## src/rtl/cv32e40p_core_v_xif_pkg.sv

```systemverilog
// Shared CV-X-IF memory-interface types: responder FSM states plus the
// latched request and registered result payloads.
package cv32e40p_core_v_xif_pkg;

  typedef enum logic {
    IDLE = 1'b0,
    REQ  = 1'b1
  } xif_mem_state_e;

  // Request fields carried from the X-IF handshake to the OBI address phase.
  typedef struct packed {
    logic [31:0] addr;
    logic        we;
    logic [3:0]  be;
    logic [31:0] wdata;
  } x_mem_req_t;

  // Response fields captured from the OBI response phase.
  typedef struct packed {
    logic [31:0] rdata;
    logic        err;
  } x_mem_result_t;

endpackage

```

## src/rtl/xif_mem_id_fifo.sv

```systemverilog
// Small circular FIFO holding the instruction ids of granted OBI accesses
// whose responses are still pending. Pointers wrap modulo DEPTH.
module xif_mem_id_fifo #(
  parameter  int DEPTH = 2,
  parameter  int WIDTH = 4,
  localparam int PW    = (DEPTH > 1) ? $clog2(DEPTH) : 1,
  localparam int CW    = PW + 1
) (
  input  logic             clk_i,
  input  logic             rst_ni,
  input  logic             push_i,
  input  logic [WIDTH-1:0] data_i,
  input  logic             pop_i,
  output logic [WIDTH-1:0] data_o,
  output logic             full_o,
  output logic             empty_o,
  output logic [CW-1:0]    count_o
);

  logic [WIDTH-1:0] mem_q [DEPTH];
  logic [PW-1:0]    wr_ptr_q, wr_ptr_d;
  logic [PW-1:0]    rd_ptr_q, rd_ptr_d;
  logic [CW-1:0]    count_q, count_d;
  logic             wr_en, rd_en;

  assign wr_en   = push_i && !full_o;
  assign rd_en   = pop_i && !empty_o;
  assign full_o  = (count_q == CW'(DEPTH));
  assign empty_o = (count_q == '0);
  assign count_o = count_q;
  assign data_o  = mem_q[rd_ptr_q];

  // Next pointer and occupancy; simultaneous push and pop leave count unchanged.
  always_comb begin
    // NOTE: every variable gets a default first so no path leaves it unassigned (no latch).
    wr_ptr_d = wr_ptr_q;
    rd_ptr_d = rd_ptr_q;
    count_d  = count_q + CW'(wr_en) - CW'(rd_en);
    if (wr_en) wr_ptr_d = (wr_ptr_q == PW'(DEPTH - 1)) ? '0 : wr_ptr_q + 1'b1;
    if (rd_en) rd_ptr_d = (rd_ptr_q == PW'(DEPTH - 1)) ? '0 : rd_ptr_q + 1'b1;
  end

  // Pointer and count registers.
  always_ff @(posedge clk_i or negedge rst_ni) begin
    // NOTE: sequential state uses non-blocking assignments so all flops update together.
    if (!rst_ni) begin
      wr_ptr_q <= '0;
      rd_ptr_q <= '0;
      count_q  <= '0;
    end else begin
      wr_ptr_q <= wr_ptr_d;
      rd_ptr_q <= rd_ptr_d;
      count_q  <= count_d;
    end
  end

  // Id storage.
  // NOTE: storage is left unreset; an entry is only read after it has been written.
  always_ff @(posedge clk_i) begin
    if (wr_en) mem_q[wr_ptr_q] <= data_i;
  end

endmodule

```

## src/rtl/xif_mem_responder.sv

```systemverilog
// CV-X-IF memory responder: turns each accepted x_mem request into one OBI
// data-bus transaction and returns the response tagged with its instruction id.
module xif_mem_responder
  import cv32e40p_core_v_xif_pkg::*;
#(
  parameter int MAX_OUTSTANDING = 2,
  parameter int X_ID_WIDTH      = 4
) (
  input  logic                  clk_i,
  input  logic                  rst_ni,
  input  logic                  x_mem_valid_i,
  output logic                  x_mem_ready_o,
  input  logic [31:0]           x_mem_req_addr_i,
  input  logic                  x_mem_req_we_i,
  input  logic [3:0]            x_mem_req_be_i,
  input  logic [31:0]           x_mem_req_wdata_i,
  input  logic [X_ID_WIDTH-1:0] x_mem_req_id_i,
  input  logic                  x_mem_req_last_i,
  input  logic                  x_mem_req_spec_i,
  output logic                  x_mem_result_valid_o,
  output logic [X_ID_WIDTH-1:0] x_mem_result_id_o,
  output logic [31:0]           x_mem_result_rdata_o,
  output logic                  x_mem_result_err_o,
  output logic                  data_req_o,
  input  logic                  data_gnt_i,
  output logic [31:0]           data_addr_o,
  output logic                  data_we_o,
  output logic [3:0]            data_be_o,
  output logic [31:0]           data_wdata_o,
  input  logic                  data_rvalid_i,
  input  logic [31:0]           data_rdata_i,
  input  logic                  data_err_i
);

  localparam int CW = ((MAX_OUTSTANDING > 1) ? $clog2(MAX_OUTSTANDING) : 1) + 1;

  xif_mem_state_e        state_q, state_d;
  x_mem_req_t            req_q, req_d;
  logic [X_ID_WIDTH-1:0] id_q, id_d;
  logic                  ready_q, ready_d;
  logic                  data_req_q, data_req_d;
  x_mem_result_t         res_q, res_d;
  logic                  res_valid_q, res_valid_d;
  logic [X_ID_WIDTH-1:0] res_id_q, res_id_d;

  logic                  fifo_push, fifo_pop, fifo_full, fifo_empty;
  logic [X_ID_WIDTH-1:0] fifo_head;
  logic [CW-1:0]         fifo_count, count_nxt;
  logic                  handshake;
  logic                  unused_inputs;

  // The current FPU SS always sets last; spec is only checked by assertion.
  assign unused_inputs = x_mem_req_last_i ^ x_mem_req_spec_i;

  assign handshake = x_mem_valid_i && ready_q;
  assign fifo_push = (state_q == REQ) && data_gnt_i;
  assign fifo_pop  = data_rvalid_i && !fifo_empty;
  assign count_nxt = fifo_count + CW'(fifo_push) - CW'(fifo_pop);

  xif_mem_id_fifo #(
    .DEPTH (MAX_OUTSTANDING),
    .WIDTH (X_ID_WIDTH)
  ) u_id_fifo (
    .clk_i   (clk_i),
    .rst_ni  (rst_ni),
    .push_i  (fifo_push),
    .data_i  (id_q),
    .pop_i   (fifo_pop),
    .data_o  (fifo_head),
    .full_o  (fifo_full),
    .empty_o (fifo_empty),
    .count_o (fifo_count)
  );

  // Next-state, latched request and registered-output values.
  always_comb begin
    state_d = state_q;
    req_d   = req_q;
    id_d    = id_q;
    unique case (state_q)
      IDLE: begin
        if (handshake) begin
          state_d = REQ;
          req_d   = '{addr: x_mem_req_addr_i, we: x_mem_req_we_i,
                      be: x_mem_req_be_i, wdata: x_mem_req_wdata_i};
          id_d    = x_mem_req_id_i;
        end
      end
      REQ: begin
        if (data_gnt_i) state_d = IDLE;
      end
      default: state_d = IDLE;
    endcase

    data_req_d = (state_d == REQ);
    // Looking at next-cycle occupancy makes ready rise the cycle after a pop.
    ready_d    = (state_d == IDLE) && (count_nxt < CW'(MAX_OUTSTANDING));

    res_valid_d = fifo_pop;
    res_d       = res_q;
    res_id_d    = res_id_q;
    if (fifo_pop) begin
      res_d    = '{rdata: data_rdata_i, err: data_err_i};
      res_id_d = fifo_head;
    end
  end

  // FSM state and all registered outputs.
  always_ff @(posedge clk_i or negedge rst_ni) begin
    if (!rst_ni) begin
      state_q     <= IDLE;
      req_q       <= '0;
      id_q        <= '0;
      ready_q     <= 1'b0;
      data_req_q  <= 1'b0;
      res_valid_q <= 1'b0;
      res_q       <= '0;
      res_id_q    <= '0;
    end else begin
      state_q     <= state_d;
      req_q       <= req_d;
      id_q        <= id_d;
      ready_q     <= ready_d;
      data_req_q  <= data_req_d;
      res_valid_q <= res_valid_d;
      res_q       <= res_d;
      res_id_q    <= res_id_d;
    end
  end

  assign x_mem_ready_o        = ready_q;
  assign data_req_o           = data_req_q;
  assign data_addr_o          = req_q.addr;
  assign data_we_o            = req_q.we;
  assign data_be_o            = req_q.be;
  assign data_wdata_o         = req_q.wdata;
  assign x_mem_result_valid_o = res_valid_q;
  assign x_mem_result_id_o    = res_id_q;
  assign x_mem_result_rdata_o = res_q.rdata;
  assign x_mem_result_err_o   = res_q.err;

  // Protocol checks on the two neighbouring interfaces.
  a_rvalid_has_outstanding: assert property (
    @(posedge clk_i) disable iff (!rst_ni) data_rvalid_i |-> !fifo_empty)
    else $error("xif_mem_responder: data_rvalid_i with no outstanding access");

  a_no_speculative_req: assert property (
    @(posedge clk_i) disable iff (!rst_ni) handshake |-> !x_mem_req_spec_i)
    else $error("xif_mem_responder: speculative memory request accepted");

  a_no_push_when_full: assert property (
    @(posedge clk_i) disable iff (!rst_ni) fifo_push |-> !fifo_full)
    else $error("xif_mem_responder: id FIFO overflow");

endmodule

```

## config.mk

```make
export PLATFORM = sky130hd
export DESIGN_NAME = xif_mem_responder
export DESIGN_NICKNAME = d
export VERILOG_FILES = /design/src/rtl/cv32e40p_core_v_xif_pkg.sv /design/src/rtl/xif_mem_id_fifo.sv /design/src/rtl/xif_mem_responder.sv
export SDC_FILE = /design/constraint.sdc
export NUM_CORES = 1
export LEC_CHECK = 0
export CAP_MARGIN = 30
export CORE_ASPECT_RATIO = 1.2
export CORE_MARGIN = 3
export CORE_UTILIZATION = 39
export CTS_BUF_LIST = sky130_fd_sc_hd__clkbuf_8
export DETAILED_ROUTE_END_ITERATION = 8
export PLACE_DENSITY = 0.88
export SKIP_CTS_REPAIR_TIMING = 1
export SLEW_MARGIN = 20
export SYNTH_ARGS = -nofsm -noshare
export SYNTH_HDL_FRONTEND = slang
export SYNTH_SLANG_ARGS = --single-unit
```

## constraint.sdc

```tcl
create_clock -name clk_i -period 1.7 [get_ports clk_i]
set_input_delay 0.17 -clock clk_i [delete_from_list [all_inputs] [get_ports clk_i]]
set_output_delay 0.17 -clock clk_i [all_outputs]
set_load 0.01 [all_outputs]
```

==> metrics <==
status=finished clean; Synth top area share=0.5924; placed cells=655; dpl ws=29.00 ps; I/O pin total=222; Diodes inserted=0; Max-slew headroom=0.7915; CP peak stage delay=570 ps; Num CTS Buffers=17; final core occ=0.6345; post-synth top area cell=dfrtp_1; first-pass GRT wire length=18,060 um; register area share after synthesis=0.6410; total track usage=0.1669; critical path fanouts, max=4; First-pass DRT Iterations=4; Cells after Synth=276; design area=0.007755 mm2; Tmin final=1578 ps; critical path capture point type=output port; pwr/cell area=1836 mW/mm2; Netlist cell types=23; antenna violations before repair=0; Final Hold Fails=0; M1 WL=4471 um; FMAX=0.6339 GHz; fin worst setup slack=122.4 ps; crit path DAT=1410 ps; Max IR drop VDD=0.8791 mV; synthesized area per cell=17.91 um2; die area=0.01406 mm2; WL final=11,490 um; pin count of the biggest net entering global routing=59; GR Overflow Total=0; commonest non-fill, non-tap cell in the layout=clkdlybuf4s50_1; hold_ws=103.7 ps; clk_lat worst skew=410 ps; Synth Flop Type=dfrtp_1; Setup-failing EPs final=0; RePlAce Congestion=0.7182; CTS root buf=clkbuf_8; vias in the first global route=3,556; chip width=108.8 um; placed inst area=0.007355 mm2; Slew Viols, Final=0; Net Count, Synth=391; routed vias/inst=4.576; asr flop ratio synth=0.9360; Synth Register Bits=125; top sig layer=met4; Area Growth Syn to Fin=56.91%; Initial Util=0.4044; Synth Cell Area=0.004942 mm2; Final period util=0.9280; CP required=1530 ps; Sinks on Clock Net=125; share of cells above drive strength 1=0.2941; Worst-Margin Slew=312.7 ps; max cap viols=0; initial DRC count=75; Nets=629; via count=3,148; Final Non-Filler Cells=688; critical path class=register to output port; CTS Buffer Depth=2; setup_tns=0 ps; IO Port Bufs=219; # DRC=0; Std-Cell Rows=44; Ys Warns=0; CTS tree=yes; DRT antenna net count=0; Crit-path slowest cell=clkdlybuf4s50_1; crit-path cells=clkdlybuf4s50_1; CP bufs+invs=1; core area=0.01222 mm2; Die Ht=129.3 um; number of synthesized flops with an enable pin=8; most frequent cells in the layout=clkdlybuf4s50_1, dfrtp_1, mux2_4; unrepaired setup endpoints after global routing=false; met2 routed wirelength=5844 um; ranking of synthesized cells by area=dfrtp_1, mux2_4, mux2_2, edfxtp_1, buf_6; worst clock skew=9.482 ps; CP delay by family, top=buffers and inverters; clk slew on worst S/H paths=80 ps; htree depth=4; startpoint class of the critical path=register; met3 wire len=994 um; Pleak=3.438 nW; drt wl/cell=16.70 um; hold crit path type=input pin to async pin; total power=14.24 mW; DP HPWL=8666 um
cell type report:
class | count | area (um2)
repair buffers | 232 | 2340
clock inverters | 14 | 142.6
multi-input cells | 134 | 1640
flip-flops and latches | 125 | 3168
well taps | 161 | 201.4
inverters | 4 | 15.01
clock buffers | 18 | 247.7
fillers | 925 | 4467
power breakdown:
part           switching (mW)  internal, mW  leakage (nW)  total, mW
clock                    1.20          1.34         0.192       2.54
combinational            2.17          4.23          1.79       6.40
sequential              0.861          4.44          1.45       5.30
total                    4.23          10.0          3.44       14.2
cells in the mapped netlist, types with 2 or more instances:
cell	number
mux2i_1	4
inv_1	3
ha_1	2
buf_2	2
edfxtp_1	8
o21ai_0	5
nand2_1	5
mux2_4	59
xnor2_1	2
buf_6	10
xor2_1	2
dfrtp_1	117
mux2_2	47
cells by family after synthesis:
kind of cell | count (synthesis) | synth area share
compound gates | 9 | 0.01215
xor+xnor | 5 | 0.01038
fa+ha+maj | 2 | 0.005062
buf+inv | 17 | 0.02861
flops | 125 | 0.6410
mux | 110 | 0.2944
simple gates | 8 | 0.008357
flip-flops by register name (all words and copies together) (netlist names):
signal and flops:
data_wdata_o 32, x_mem_result_rdata_o 32, id_q 4, u_id_fifo.wr_ptr_q 1, x_mem_result_err_o 1, data_req_o 1
data_we_o 1, data_be_o 4, x_mem_ready_o 1, u_id_fifo.rd_ptr_q 1, u_id_fifo.count_o 2, data_addr_o 32
x_mem_result_valid_o 1, x_mem_result_id_o 4, u_id_fifo.mem_q 8
path summary, 6_finish.rpt:
path | startpoint | endpoint | slack (ps) | cells past startpoint
worst min-delay path | rst_ni | data_addr_o[29] | 100 | 2
min in group clk_i | data_gnt_i | data_req_o | 360 | 2
worst max register to register | u_id_fifo.count_o[1] | u_id_fifo.count_o[1] | 190 | 6
worst min register to register | x_mem_result_id_o[3] | x_mem_result_id_o[3] | 480 | 2
max in group asynchronous | rst_ni | data_wdata_o[11] | 1090 | 3
worst max-delay path | data_req_o | data_req_o | 120 | 1
routing by layer:
layer  vias to the layer above  GRT usage
met2                       150     0.2870
met5                         -          0
li1                       1445          -
met3                        13    0.06178
met1                      1540     0.1933
met4                         0    0.05349
(Power assumes the default switching activity.)
